==> src/rtl/ddr4_pkg.sv <==
// Shared types and defaults for the DDR4 command scheduler front end.
package ddr4_pkg;

    localparam int BURST_LEN = 4;
    localparam int ROW_WIDTH = 16;
    localparam int COL_WIDTH = 10;
    localparam int WORD_SIZE = 8;

    localparam int T_RCD_DEF      = 2;
    localparam int T_RP_DEF       = 2;
    localparam int T_RFC_DEF      = 5;
    localparam int RD_LAT_DEF     = 2;
    localparam int FIFO_DEPTH_DEF = 4;

    localparam int TMR_W  = 8;
    localparam int BEAT_W = $clog2(BURST_LEN + 1);

    typedef enum logic [2:0] {
        IDLE, PRE, PRE_WAIT, ACT, ACT_WAIT, XFER, REF, REF_WAIT
    } sched_state_t;

    typedef struct packed {
        logic                 we;
        logic                 burst;
        logic                 bg;
        logic [1:0]           ba;
        logic [ROW_WIDTH-1:0] row;
        logic [COL_WIDTH-1:0] col;
        logic [WORD_SIZE-1:0] data;
    } sched_req_t;

    // Wait counters load N-1 so the gap is exactly N cycles.
    function automatic logic [TMR_W-1:0] gap_load(input int n);
        return TMR_W'(n - 1);
    endfunction

endpackage

==> src/rtl/ddr4_req_fifo.sv <==
// Request queue for the scheduler; pointers carry an extra MSB to tell full from empty.
module ddr4_req_fifo
    import ddr4_pkg::*;
#(
    parameter int DEPTH = 4
) (
    input  logic       clk,
    input  logic       reset,
    input  logic       push,
    input  sched_req_t push_data,
    input  logic       pop,
    output sched_req_t head,
    output logic       full,
    output logic       empty
);

    localparam int AW = $clog2(DEPTH);
    localparam logic [AW:0] PTR_ONE = (AW + 1)'(1);

    sched_req_t  mem [DEPTH];
    logic [AW:0] wr_ptr;
    logic [AW:0] rd_ptr;
    logic        do_push;
    logic        do_pop;

    assign full    = (wr_ptr[AW] != rd_ptr[AW]) && (wr_ptr[AW-1:0] == rd_ptr[AW-1:0]);
    assign empty   = (wr_ptr == rd_ptr);
    assign do_push = push && !full;
    assign do_pop  = pop && !empty;
    assign head    = mem[rd_ptr[AW-1:0]];

    always_ff @(posedge clk) begin
        if (reset) begin
            wr_ptr <= '0;
            rd_ptr <= '0;
        end else begin
            if (do_push) wr_ptr <= wr_ptr + PTR_ONE;
            if (do_pop)  rd_ptr <= rd_ptr + PTR_ONE;
        end
    end

    always_ff @(posedge clk) begin
        if (do_push) mem[wr_ptr[AW-1:0]] <= push_data;
    end

endmodule

==> src/rtl/ddr4_cmd_scheduler.sv <==
// Open-page DDR4 command scheduler with refresh gating and fixed-latency read return.
// Define CLOSED_PAGE_EN for auto-precharge on every transfer (closed-page policy).
module ddr4_cmd_scheduler
    import ddr4_pkg::*;
#(
    parameter int FIFO_DEPTH = FIFO_DEPTH_DEF,
    parameter int T_RCD      = T_RCD_DEF,
    parameter int T_RP       = T_RP_DEF,
    parameter int T_RFC      = T_RFC_DEF,
    parameter int RD_LAT     = RD_LAT_DEF
) (
    input  logic                 clk_t,
    input  logic                 RESET,
    input  logic                 REQ_VALID,
    output logic                 REQ_READY,
    input  logic                 REQ_WE,
    input  logic                 REQ_BURST,
    input  logic                 REQ_BG,
    input  logic [1:0]           REQ_BA,
    input  logic [ROW_WIDTH-1:0] REQ_ROW,
    input  logic [COL_WIDTH-1:0] REQ_COL,
    input  logic [WORD_SIZE-1:0] REQ_DATA,
    input  logic                 REF_REQ,
    output logic                 REF_ACK,
    output logic                 BG,
    output logic [1:0]           BA,
    output logic                 ACT_n,
    output logic                 CS_n,
    output logic                 WE_n,
    output logic                 AP,
    output logic [ROW_WIDTH-1:0] ROW_ADDRESS,
    output logic [COL_WIDTH-1:0] COL_ADDRESS,
    output logic                 BURST_MODE,
    output logic [WORD_SIZE-1:0] DATAIN,
    input  logic [WORD_SIZE-1:0] DATAOUT,
    output logic                 RD_VALID,
    output logic [WORD_SIZE-1:0] RD_DATA
);

    sched_state_t         state;
    sched_state_t         state_nxt;
    sched_req_t           push_data;
    sched_req_t           head;
    logic                 full;
    logic                 empty;
    logic                 pop;
    logic [TMR_W-1:0]     tmr;
    logic [BEAT_W-1:0]    beat;
    logic                 open_valid;
    logic [2:0]           open_bank;
    logic [ROW_WIDTH-1:0] open_row;
    logic                 ref_pend;
    logic [RD_LAT-1:0]    rd_pipe;
    logic                 head_hit;
    logic                 last_beat;
    logic                 tmr_done;
    logic                 rd_beat;

    assign push_data = '{we: REQ_WE, burst: REQ_BURST, bg: REQ_BG, ba: REQ_BA,
                         row: REQ_ROW, col: REQ_COL, data: REQ_DATA};

    ddr4_req_fifo #(.DEPTH(FIFO_DEPTH)) u_fifo (
        .clk       (clk_t),
        .reset     (RESET),
        .push      (REQ_VALID),
        .push_data (push_data),
        .pop       (pop),
        .head      (head),
        .full      (full),
        .empty     (empty)
    );

    assign REQ_READY = !full && !RESET;
    assign head_hit  = open_valid && (open_bank == {head.bg, head.ba}) && (open_row == head.row);
    assign last_beat = !head.burst || (beat == BEAT_W'(BURST_LEN - 1));
    assign tmr_done  = (tmr == '0);
    assign pop       = (state == XFER) && last_beat;
    assign rd_beat   = (state == XFER) && !head.we;

    always_ff @(posedge clk_t) begin
        if (RESET) state <= IDLE;
        else       state <= state_nxt;
    end

    always_comb begin
        state_nxt = state;
        case (state)
            IDLE: begin
                if (REF_REQ)          state_nxt = open_valid ? PRE : REF;
                else if (!empty) begin
                    if (head_hit)     state_nxt = XFER;
                    else if (open_valid) state_nxt = PRE;
                    else              state_nxt = ACT;
                end
            end
            PRE:      state_nxt = PRE_WAIT;
`ifdef CLOSED_PAGE_EN
            PRE_WAIT: if (tmr_done) state_nxt = IDLE;
`else
            PRE_WAIT: if (tmr_done) state_nxt = ref_pend ? REF : ACT;
`endif
            ACT:      state_nxt = ACT_WAIT;
            ACT_WAIT: if (tmr_done) state_nxt = XFER;
`ifdef CLOSED_PAGE_EN
            XFER:     if (last_beat) state_nxt = PRE_WAIT;
`else
            XFER:     if (last_beat) state_nxt = IDLE;
`endif
            REF:      state_nxt = REF_WAIT;
            REF_WAIT: if (tmr_done) state_nxt = IDLE;
            default:  state_nxt = IDLE;
        endcase
    end

    always_ff @(posedge clk_t) begin
        if (RESET) begin
            tmr        <= '0;
            beat       <= '0;
            open_valid <= 1'b0;
            open_bank  <= '0;
            open_row   <= '0;
            ref_pend   <= 1'b0;
            rd_pipe    <= '0;
        end else begin
            case (state)
                PRE:      tmr <= gap_load(T_RP);
                ACT:      tmr <= gap_load(T_RCD);
                REF:      tmr <= gap_load(T_RFC);
`ifdef CLOSED_PAGE_EN
                XFER:     if (last_beat) tmr <= gap_load(T_RP);
`endif
                PRE_WAIT, ACT_WAIT, REF_WAIT: if (!tmr_done) tmr <= tmr - 1'b1;
                default:  ;
            endcase

            if (state == XFER) beat <= last_beat ? '0 : beat + 1'b1;
            else               beat <= '0;

            if (state == ACT) begin
                open_valid <= 1'b1;
                open_bank  <= {head.bg, head.ba};
                open_row   <= head.row;
            end else if (state == PRE) begin
                open_valid <= 1'b0;
            end
`ifdef CLOSED_PAGE_EN
            else if (state == XFER && last_beat) begin
                open_valid <= 1'b0;
            end
`endif

            // Refresh must survive the precharge detour even if REF_REQ drops.
            if (state == IDLE && REF_REQ && open_valid) ref_pend <= 1'b1;
            else if (state == REF)                      ref_pend <= 1'b0;

            for (int i = RD_LAT - 1; i > 0; i--) rd_pipe[i] <= rd_pipe[i-1];
            rd_pipe[0] <= rd_beat;
        end
    end

    always_comb begin
        BG          = 1'b0;
        BA          = '0;
        ACT_n       = 1'b1;
        CS_n        = 1'b1;
        WE_n        = 1'b1;
        AP          = 1'b0;
        ROW_ADDRESS = '0;
        COL_ADDRESS = '0;
        BURST_MODE  = 1'b0;
        DATAIN      = '0;
        REF_ACK     = 1'b0;
        case (state)
            PRE: begin
                AP      = 1'b1;
                {BG, BA} = open_bank;
            end
            ACT: begin
                ACT_n       = 1'b0;
                BG          = head.bg;
                BA          = head.ba;
                ROW_ADDRESS = head.row;
            end
            XFER: begin
                // Column held constant; the controller advances it across the burst.
                ACT_n       = 1'b0;
                CS_n        = 1'b0;
                WE_n        = ~head.we;
                BG          = head.bg;
                BA          = head.ba;
                COL_ADDRESS = head.col;
                BURST_MODE  = head.burst;
                DATAIN      = head.data;
`ifdef CLOSED_PAGE_EN
                AP          = last_beat;
`endif
            end
            REF:     REF_ACK = 1'b1;
            default: ;
        endcase
    end

    assign RD_VALID = rd_pipe[RD_LAT-1];
    assign RD_DATA  = RD_VALID ? DATAOUT : '0;

endmodule

==> config.mk <==
export PLATFORM = sky130hd
export DESIGN_NAME = ddr4_cmd_scheduler
export DESIGN_NICKNAME = d
export VERILOG_FILES = /design/src/rtl/ddr4_pkg.sv /design/src/rtl/ddr4_req_fifo.sv /design/src/rtl/ddr4_cmd_scheduler.sv
export SDC_FILE = /design/constraint.sdc
export NUM_CORES = 1
export LEC_CHECK = 0
export BUFFER_PORTS_ARGS = -buffer_cell sky130_fd_sc_hd__buf_2
export CORE_MARGIN = 3
export CORE_UTILIZATION = 45
export DETAILED_ROUTE_END_ITERATION = 8
export GPL_TIMING_DRIVEN = 0
export PLACE_DENSITY_LB_ADDON = 0.2
export SLEW_MARGIN = 20
export SYNTH_ARGS = -nofsm -noshare
export SYNTH_HDL_FRONTEND = slang
export SYNTH_SLANG_ARGS = --single-unit
==> constraint.sdc <==
create_clock -name clk_t -period 4.3 [get_ports clk_t]
set_clock_uncertainty 0.15 [all_clocks]
set_input_delay 0.645 -clock clk_t [delete_from_list [all_inputs] [get_ports clk_t]]
set_output_delay 0.645 -clock clk_t [all_outputs]
set_load 0.005 [all_outputs]
==> impl_metrics.env, run 1 <==
export IMPL_status="complete, no violations"
export IMPL_pwr_share_clk_pct=34.6
export IMPL_grtUsageTotal_pct=17.55
export IMPL_yosysUniqueCellTypes=47
export IMPL_rr_worst_depth=8
export IMPL_report_final_slew_viol_count=0
export IMPL_synth_edf_count=156
export IMPL_layout_drive_gt1_share_pct=25.51
export IMPL_slew_headroom_pct=50.76
export IMPL_drtPass1Iterations=5
export IMPL_synth_fp_nets=608
export IMPL_clkTransAtPathRegs_ns=0.06
export IMPL_min_delay_start="REQ_COL[2]"
export IMPL_worstPathArrival_ns=3.24
export IMPL_grt_max_degree=41
export IMPL_path_buf_inv=5
export IMPL_holdPathStages=1
export IMPL_cts_sinks=201
export IMPL_fin_crit_ns=4.033
export IMPL_end_kind="output pin"
export IMPL_post_synth_top_area_cell="edfxtp_1"
export IMPL_slowest_delay_ns=0.58
export IMPL_synth_commonest_cells="edfxtp_1 (156), dfxtp_1 (45), nor2_1 (41), nand2_1 (40), a21oi_1 (30)"
export IMPL_drc=0
export IMPL_rsz0062_at_grt="no"
export IMPL_yosys_top_cells_area="edfxtp_1 (57%), dfxtp_1 (11%), mux4_2 (7.1%), mux4_1 (2.9%), nor2b_1 (2.0%)"
export IMPL_crit_path_cell_trace="buf_2 -> buf_2 -> buf_1 -> buf_1 -> mux4_2 -> nor2b_1 -> buf_2"
export IMPL_p_int_w=0.003545
export IMPL_dp_slack_ns=0.7282
export IMPL_cts_tree="built"
export IMPL_syn_area_um2=8249
export IMPL_avgSynthCellArea_um2=15.03
export IMPL_die_h_um=141.4
export IMPL_start_kind="flip-flop"
export IMPL_worstPathRequired_ns=3.50
export IMPL_routed_via_density=5.348
export IMPL_clk_insertion_delay_late_ns=0.49
export IMPL_fin_ws_ns=0.2667
export IMPL_synth_seq_area_share_pct=67.71
export IMPL_hpwl_um=11310
export IMPL_reg2reg_slack_ns=1.12
export IMPL_crit_top_cell="buf_2"
export IMPL_cts_buffer_depth=3
export IMPL_synth_warnings=0
export IMPL_post_cts_setup_buffers=0
export IMPL_wl_per_cell_um=18.90
export IMPL_fin_setup_tns_ns=0
export IMPL_power_share_switching_pct=26.39
export IMPL_hold_buffers=0
export IMPL_fin_nets=734
export IMPL_synth_top_area_share_pct=56.79
export IMPL_critical_path_top_delay_family="buffers and inverters"
export IMPL_ys_ff_latch=201
export IMPL_antenna_found_initial=2
export IMPL_netlist_instances=549
export IMPL_grt_pass1_wl_um=27460
export IMPL_hp_class="primary input to flip-flop"
export IMPL_hold_path_endpoint="u_fifo.mem[2][10]$_DFFE_PP_"
export IMPL_cts_root_buf="clkbuf_16"
export IMPL_finalSetupViolCount=0
export IMPL_drt_iter0_markers=382
export IMPL_maxCapViolCount=0
export IMPL_fin_crit_sh_pct=93.80
export IMPL_r2r_end="state[2]$_SDFFE_PP0P_"
export IMPL_pwr_share_seq_pct=48.2
export IMPL_yosysMostFrequentCell="edfxtp_1"
export IMPL_gp_congestion=0.7446
export IMPL_ant_nets=0
export IMPL_overflow=0
export IMPL_drt_wl_total_um=17310
export IMPL_ioPinCount=104
export IMPL_postSynth_asyncResetShare_pct=0
export IMPL_crit_type="flip-flop to output pin"
export IMPL_synthFlopType="edfxtp_1"
export IMPL_crit_slowest_cell="buf_1"
export IMPL_pwr_share_comb_pct=17.2
export IMPL_fmax_ghz=0.2479
export IMPL_io_buffer_count=103
export IMPL_ir_worst_vdd_mv=0.3416
export IMPL_row_count=48
export IMPL_worst_pin_slew_ns=0.7359
export IMPL_switchingPower_w=0.001271
export IMPL_worst_path_max_fanout=10
export IMPL_ctsResizeCount=0
export IMPL_die_area_um2=19990
export IMPL_start_util_pct=46.88
export IMPL_p_per_area_nw_per_um2=496.5
export IMPL_hold_viol_final=0
export IMPL_numCtsBuffers=21
export IMPL_area_growth_pct=17.56
export IMPL_grt_pass1_vias=5153
export IMPL_num_vias=4899
export IMPL_leakagePower_nw=3.586
export IMPL_htree_num_levels=1
export IMPL_core_area_um2=17600
export IMPL_die_x_um=141.4
## layer usage
layer,part of all wire (%),wire length [um],global-route usage (%),up-vias
met3,6.2,1076,4.348,38
met2,50,8579,30.00,143
met5,0.12,21,0,-
li1,-,-,-,2302
met4,2.8,478,4.899,4
met1,41,7152,22.47,2412
## layout by cell type, fill, tap and decap left out, types with 3 or more instances in the layout
| cell type | count |
|---|---|
| buf_1 | 3 |
| ha_1 | 8 |
| inv_1 | 22 |
| a21oi_1 | 30 |
| nand4_1 | 3 |
| clkbuf_16 | 21 |
| a211oi_1 | 6 |
| or3_1 | 6 |
| xor2_1 | 14 |
| edfxtp_1 | 156 |
| nor2b_1 | 26 |
| nand2_1 | 40 |
| nand3_1 | 3 |
| xnor2_1 | 14 |
| mux2i_1 | 11 |
| buf_2 | 109 |
| mux4_1 | 9 |
| mux2_2 | 3 |
| nand2b_1 | 5 |
| and2_1 | 10 |
| clkinv_1 | 4 |
| clkbuf_1 | 19 |
| o21ai_0 | 7 |
| and3_4 | 4 |
| clkinv_2 | 4 |
| a22o_1 | 3 |
| nor2_1 | 41 |
| nor3_1 | 9 |
| dfxtp_1 | 45 |
| mux4_2 | 26 |
## state kept, by name, summed over array words and instances, names as in the netlist, 3 cells and up, named ones only
name / cells
u_fifo.wr_ptr: 3
state: 3
u_fifo.rd_ptr: 3
tmr: 8
beat: 3
u_fifo.mem: 156
open_row: 16
open_bank: 3
## final cells by class
cell class	count	area, um^2
fillers	1449	7899
flip-flops and latches	201	5585
multi-input cells	302	2480
clock buffers	27	548.0
repair buffers	103	515.5
well taps	225	281.5
plain buffers	24	121.4
inverters	22	82.58
clock inverters	11	81.33
diodes	1	2.502
## power groups by stage
stage | logic [W] | registers (W) | clock network, W
4_1_cts | 0.000836 | 0.00232 | 0.00171
6_report | 0.000829 | 0.00232 | 0.00167
2_1_floorplan | 0.000588 | 0.00234 | 0
3_3_place_gp | 0.000798 | 0.00235 | 0
3_5_place_dp | 0.000833 | 0.00236 | 0
5_1_grt | 0.000931 | 0.00233 | 0.00179
## logic make-up after synthesis
| group | Yosys count | synth area share, % |
|---|---|---|
| DFF | 201 | 67.71 |
| xor gates and xnor gates | 28 | 2.973 |
| muxes | 49 | 11.71 |
| AOI/OAI and AO/OA | 58 | 4.338 |
| and+or+nand+nor | 159 | 9.586 |
| adders and majority gates | 8 | 1.213 |
| buffers and inverters | 46 | 2.472 |
## worst max-delay path by stage
stage                                end  slack (ns)  cells past startpoint
final                     COL_ADDRESS[0]        0.27                      7
after global routing      COL_ADDRESS[4]        0.05                      7
after CTS                 COL_ADDRESS[4]        0.18                      7
after detailed placement  COL_ADDRESS[6]        0.73                      7
after global placement    COL_ADDRESS[6]        0.78                      7
after floorplan           COL_ADDRESS[6]        1.42                      7
## through the flow
step | instances | hold WS [ns] | power, W | cell area [um^2] | utilization [%]
floorplan | 549 | 0.2491 | 0.002927 | 8249 | -
finish | 916 | 0.2118 | 0.004815 | 9698 | 55.11
detailed placement | 877 | 0.2742 | 0.003193 | 9066 | 51.52
global route | 915 | 0.1976 | 0.005054 | 9696 | 55.10
CTS | 915 | 0.1925 | 0.004862 | 9696 | 55.10
global placement | 877 | 0.2582 | 0.003150 | 9046 | 51.41
## worst reg2reg max path, stage by stage, from the launching register on
cell and delay, ns:
dfxtp_1 0.30, buf_2 0.27, buf_2 0.38, mux4_2 0.38
xor2_1 0.17, nor4_1 0.37, nand4_1 0.16, or4_1 0.54
a2111oi_2 0.37
No activity file was read; power rests on OpenSTA's default activity.
==> run 2: changes to the inputs <==
CORE_UTILIZATION = 60   (was 45)
GPL_TIMING_DRIVEN = 1   (was 0)
==> run 2 against run 1 <==
  * Register-to-register slack got worse by 0.13 ns
  * Combinational power is 5.1% lower
  * Total power rose by 2.8%
  * Global-route usage is 4.1 points higher
  * Core utilization up 17 points
  * Non-clock buffer count fell by 18
  * Sequential power hardly changed
  * Cell count decreased by 7.5%
==> impl_metrics.env, run 2 (synthesis gave the netlist of run 1 again) <==
export IMPL_fin_crit_ns=3.611
export IMPL_cts_buffer_depth=3
export IMPL_grt_pass1_vias=4985
export IMPL_power_share_switching_pct=25.55
export IMPL_fin_util_pct=72.00
export IMPL_routed_via_density=5.723
export IMPL_min_delay_start="REQ_ROW[4]"
export IMPL_post_cts_setup_buffers=0
export IMPL_die_area_um2=15190
export IMPL_reg2reg_slack_ns=0.99
export IMPL_clkTransAtPathRegs_ns=0.06
export IMPL_ant_nets=0
export IMPL_worstPathArrival_ns=2.82
export IMPL_fin_nets=716
export IMPL_fmax_ghz=0.2769
export IMPL_maxCapViolCount=0
export IMPL_slowest_delay_ns=0.84
export IMPL_drt_wl_total_um=16230
export IMPL_crit_path_cell_trace="buf_4 -> mux4_1 -> nor2b_1 -> buf_2"
export IMPL_hpwl_um=10110
export IMPL_end_kind="output pin"
export IMPL_drt_iter0_markers=317
export IMPL_hold_viol_final=0
export IMPL_grt_max_degree=41
export IMPL_p_total_w=0.004948
export IMPL_numCtsBuffers=21
export IMPL_regArea_um2=5588
export IMPL_start_kind="flip-flop"
export IMPL_clk_insertion_delay_late_ns=0.49
export IMPL_slew_headroom_pct=28.21
export IMPL_report_final_slew_viol_count=0
export IMPL_fin_setup_tns_ns=0
export IMPL_fin_ws_ns=0.6886
export IMPL_crit_type="flip-flop to output pin"
export IMPL_area_growth_pct=16.50
export IMPL_ctsResizeCount=0
export IMPL_hp_class="primary input to flip-flop"
export IMPL_pwr_share_comb_pct=15.9
export IMPL_cts_root_buf="clkbuf_16"
export IMPL_overflow=0
export IMPL_hold_buffers=0
export IMPL_leakagePower_nw=3.592
export IMPL_ir_worst_vdd_mv=0.4507
export IMPL_worst_pin_slew_ns=1.077
export IMPL_pwr_share_seq_pct=47.5
export IMPL_hold_path_endpoint="u_fifo.mem[3][22]$_DFFE_PP_"
export IMPL_core_area_um2=13350
export IMPL_start_util_pct=61.80
export IMPL_design_area_um2=9610
export IMPL_num_vias=4847
export IMPL_wl_per_cell_um=19.16
export IMPL_drtPass1Iterations=5
export IMPL_status="complete, no violations"
export IMPL_antenna_cells=0
export IMPL_multi_input_area_um2=2465
export IMPL_die_x_um=123.3
export IMPL_rsz0062_at_grt="no"
export IMPL_cts_tree="built"
export IMPL_rr_worst_depth=6
export IMPL_path_buf_inv=2
export IMPL_ioPinCount=104
export IMPL_io_buffer_count=103
export IMPL_largest_reg_flops=156
export IMPL_final_common_cell="edfxtp_1"
export IMPL_pwr_share_clk_pct=36.6
export IMPL_r2r_end="state[2]$_SDFFE_PP0P_"
export IMPL_final_cell_mix="edfxtp_1 (156), buf_2 (103), dfxtp_1 (43)"
export IMPL_p_per_area_nw_per_um2=514.8
export IMPL_htree_num_levels=1
export IMPL_dpl_cell_area_um2=8916
export IMPL_grtUsageTotal_pct=21.69
export IMPL_gp_congestion=0.8499
export IMPL_switchingPower_w=0.001264
export IMPL_fillers=855
export IMPL_dp_slack_ns=1.030
export IMPL_cts_sinks=201
export IMPL_crit_slowest_cell="dfxtp_2"
export IMPL_antenna_found_initial=2
export IMPL_holdPathStages=1
export IMPL_die_h_um=123.3
export IMPL_fin_crit_sh_pct=83.99
export IMPL_worstPathRequired_ns=3.50
export IMPL_row_count=42
export IMPL_layout_drive_gt1_share_pct=26.68
export IMPL_grt_pass1_wl_um=25310
export IMPL_p_int_w=0.003684
export IMPL_drc=0
export IMPL_critical_path_top_delay_family="flip-flops"
export IMPL_worst_path_max_fanout=28
export IMPL_finalSetupViolCount=0
run 2: changes by cell type in the layout (fill, tap and decap cells not counted), moves of 3 or more:
| cell | delta |
|---|---|
| and3_2 | +4 |
| clkbuf_1 | -15 |
| buf_4 | +6 |
| buf_2 | -6 |
| buf_1 | -3 |
| and3_4 | -4 |
run 2: layout make-up:
class	count	share of cell area [%]
sequential	201	58.14
multi-input combinational	302	25.65
clock buffer	27	5.911
timing repair buffer	109	5.833
tap	176	2.291
clock inverter	10	1.315
inverter	22	0.8593
run 2: worst max-delay path by stage:
stage / to / depth (start not counted) / from / slack (ns)
final: BURST_MODE / 4 / flip-flop / 0.69
after global routing: BURST_MODE / 4 / flip-flop / 0.49
after CTS: BURST_MODE / 4 / flip-flop / 0.62
after detailed placement: state[2]$_SDFFE_PP0P_ / 6 / flip-flop / 1.03
after global placement: state[2]$_SDFFE_PP0P_ / 6 / flip-flop / 1.06
after floorplan: COL_ADDRESS[6] / 7 / flip-flop / 1.42
run 2: through the flow:
step | cells | hold slack (ns)
after global placement | 810 | 0.2569
after global routing | 847 | 0.2046
final | 847 | 0.2149
after floorplan | 549 | 0.2491
after CTS | 847 | 0.1967
after detailed placement | 810 | 0.2661
run 2: worst register-to-register path: cells and delay by family, from the launching register on:
kind,cells,cell delay [ns]
xor gates and xnor gates,1,0.16
DFF,1,0.84
muxes,1,0.69
and+or+nand+nor,3,0.98
AOI/OAI and AO/OA,1,0.38
run 2: per-layer routing:
layer | wire (um) | up-vias | share of wire [%] | GRT usage (%)
met4 | 268 | 4 | 1.7 | 5.190
met5 | 21 | - | 0.13 | 0
met3 | 1106 | 28 | 6.8 | 5.718
li1 | - | 2272 | - | -
met1 | 6728 | 2399 | 41 | 28.99
met2 | 8103 | 144 | 50 | 36.12
run 2: power by group through the flow:
stage	Clock, W	Sequential [W]	Combinational, W
CTS	0.00184	0.00235	0.000789
detailed placement	0	0.00239	0.000770
global placement	0	0.00238	0.000742
finish	0.00181	0.00235	0.000787
global route	0.00191	0.00237	0.000876
floorplan	0	0.00234	0.000588
==> run 3: changes to the inputs <==
CORE_UTILIZATION = 52   (was 60)
clock period = 3 ns   (was 4.3 ns; I/O delays follow)
==> run 3 against run 2 <==
  * Cell count up 5.4%
  * Total power up 46%
  * Highest routed layer unchanged
  * Sequential share of layout area down 1.4 points
  * Non-clock buffer count up 8
  * Worst setup slack worse by 0.54 ns
==> impl_metrics.env, run 3 (synthesis gave the netlist of run 1 again) <==
export IMPL_crit_path_cell_trace="inv_1 -> nor2_1 -> nand2_1 -> buf_4 -> nand2_1 -> a22o_1 -> buf_2"
export IMPL_worst_path_max_fanout=18
export IMPL_ant_nets=0
export IMPL_die_h_um=132.0
export IMPL_die_x_um=132.0
export IMPL_clkTransAtPathRegs_ns=0.06
export IMPL_cts_tree="built"
export IMPL_area_growth_pct=19.46
export IMPL_numCtsBuffers=22
export IMPL_final_common_cell="edfxtp_1"
export IMPL_hpwl_um=11050
export IMPL_worstPathArrival_ns=2.25
export IMPL_finalSetupViolCount=0
export IMPL_leakagePower_nw=3.667
export IMPL_antenna_cells=0
export IMPL_num_vias=4908
export IMPL_cts_root_buf="clkbuf_16"
export IMPL_slowest_delay_ns=0.45
export IMPL_worstPathRequired_ns=2.40
export IMPL_report_final_slew_viol_count=0
export IMPL_rr_worst_depth=7
export IMPL_end_kind="output pin"
export IMPL_start_kind="flip-flop"
export IMPL_maxCapViolCount=0
export IMPL_antenna_found_initial=2
export IMPL_cp_startpoint="state[0]$_SDFFE_PP0P_"
export IMPL_hp_class="primary input to flip-flop"
export IMPL_drc=0
export IMPL_crit_type="flip-flop to output pin"
export IMPL_layout_drive_gt1_share_pct=27.71
export IMPL_htree_num_levels=1
export IMPL_slew_headroom_pct=45.18
export IMPL_die_area_um2=17410
export IMPL_fmax_ghz=0.3506
export IMPL_hold_viol_final=0
export IMPL_grt_max_degree=43
export IMPL_largest_reg_flops=156
export IMPL_clk_insertion_delay_late_ns=0.49
export IMPL_start_util_pct=53.67
export IMPL_wl_per_cell_um=19.17
export IMPL_gp_congestion=0.8491
export IMPL_drtPass1Iterations=4
export IMPL_grtUsageTotal_pct=19.60
export IMPL_final_cell_mix="edfxtp_1 (156), buf_2 (103), nor2_1 (41), dfxtp_1 (41), nand2_1 (40)"
export IMPL_ir_worst_vdd_mv=0.5399
export IMPL_rsz0062_at_grt="yes"
export IMPL_grt_pass1_wl_um=27060
export IMPL_dpl_cell_area_um2=9075
export IMPL_ioPinCount=104
export IMPL_cts_buffer_depth=3
export IMPL_drt_iter0_markers=325
export IMPL_io_buffer_count=103
export IMPL_design_area_um2=9854
export IMPL_core_area_um2=15370
export IMPL_row_count=45
export IMPL_routed_via_density=5.496
export IMPL_grt_pass1_vias=5161
export IMPL_r2r_end="state[2]$_SDFFE_PP0P_"
export IMPL_crit_end="BG"
export IMPL_reg2reg_slack_ns=0.16
export IMPL_fillers=1104
export IMPL_dp_slack_ns=0.04958
export IMPL_fin_crit_ns=2.852
export IMPL_crit_slowest_cell="dfxtp_2"
export IMPL_crit_top_cell="nand2_1"
export IMPL_holdWs_ns=0.02172
export IMPL_overflow=0
export IMPL_hold_buffers=0
export IMPL_worst_pin_slew_ns=0.8223
export IMPL_p_per_area_nw_per_um2=734.9
export IMPL_cts_sinks=201
export IMPL_fin_ws_ns=0.1480
export IMPL_fin_crit_sh_pct=95.07
export IMPL_fin_nets=725
export IMPL_drt_wl_total_um=17120
export IMPL_status="complete, no violations"
==> run 3: how the worst min path moves through the flow <==
stage	startpoint	to	slack, ns	depth (start not counted)
global placement	beat[0]$_SDFF_PP0_	beat[0]$_SDFF_PP0_	0.26	1
CTS	REQ_DATA[2]	u_fifo.mem[1][2]$_DFFE_PP_	0.003	1
finish	REQ_DATA[2]	u_fifo.mem[1][2]$_DFFE_PP_	0.02	1
global route	REQ_COL[1]	u_fifo.mem[1][9]$_DFFE_PP_	0.01	1
detailed placement	rd_pipe[0]$_SDFF_PP0_	rd_pipe[1]$_SDFF_PP0_	0.28	1
floorplan	beat[0]$_SDFF_PP0_	beat[0]$_SDFF_PP0_	0.25	1
==> run 3: layer usage <==
layer / vias to the layer above / GRT usage (%) / routed length [um]
li1: 2284 / - / -
met4: 4 / 7.876 / 561
met1: 2431 / 24.98 / 7343
met5: - / 0 / 23
met2: 141 / 33.21 / 8332
met3: 48 / 3.893 / 856
==> run 3: cell type report <==
type / instances / area, um^2 / share of cell area [%]
multi-input combinational: 302 / 2471 / 25.08
timing repair buffer: 117 / 700.7 / 7.110
clock buffer: 31 / 625.6 / 6.348
sequential: 201 / 5593 / 56.75
tap: 211 / 264.0 / 2.679
inverter: 22 / 82.58 / 0.8380
clock inverter: 9 / 117.6 / 1.194
==> run 3: critical path, delay by kind of cell, from the launching register on <==
kind            cells  cell delay, ns
flops               1            0.45
simple gates        3            0.59
buf+inv             3            0.54
compound gates      1            0.19
==> run 3: through the flow <==
step | util (%) | total power (W) | TNS (ns) | instances
finish | 64.11 | 0.007242 | 0 | 893
CTS | 63.88 | 0.007298 | 0 | 892
detailed placement | 59.04 | 0.004577 | 0 | 852
global route | 64.11 | 0.007570 | -0.04944 | 893
global placement | 59.04 | 0.004513 | 0 | 852
floorplan | - | 0.004195 | 0 | 549
==> run 3: timing repair <==
action,CTS,global route
resized for setup,1,3
buffers inserted,0,0
cloned,0,1
setup endpoints to repair,1,4
==> run 3: power breakdown <==
part | total, W | leakage [nW] | switching, W | internal [W]
clock network | 0.00271 | 0.358 | 0.00101 | 0.00171
logic | 0.00116 | 1.51 | 0.000667 | 0.000494
registers | 0.00337 | 1.80 | 0.000151 | 0.00321
total | 0.00724 | 3.67 | 0.00183 | 0.00542
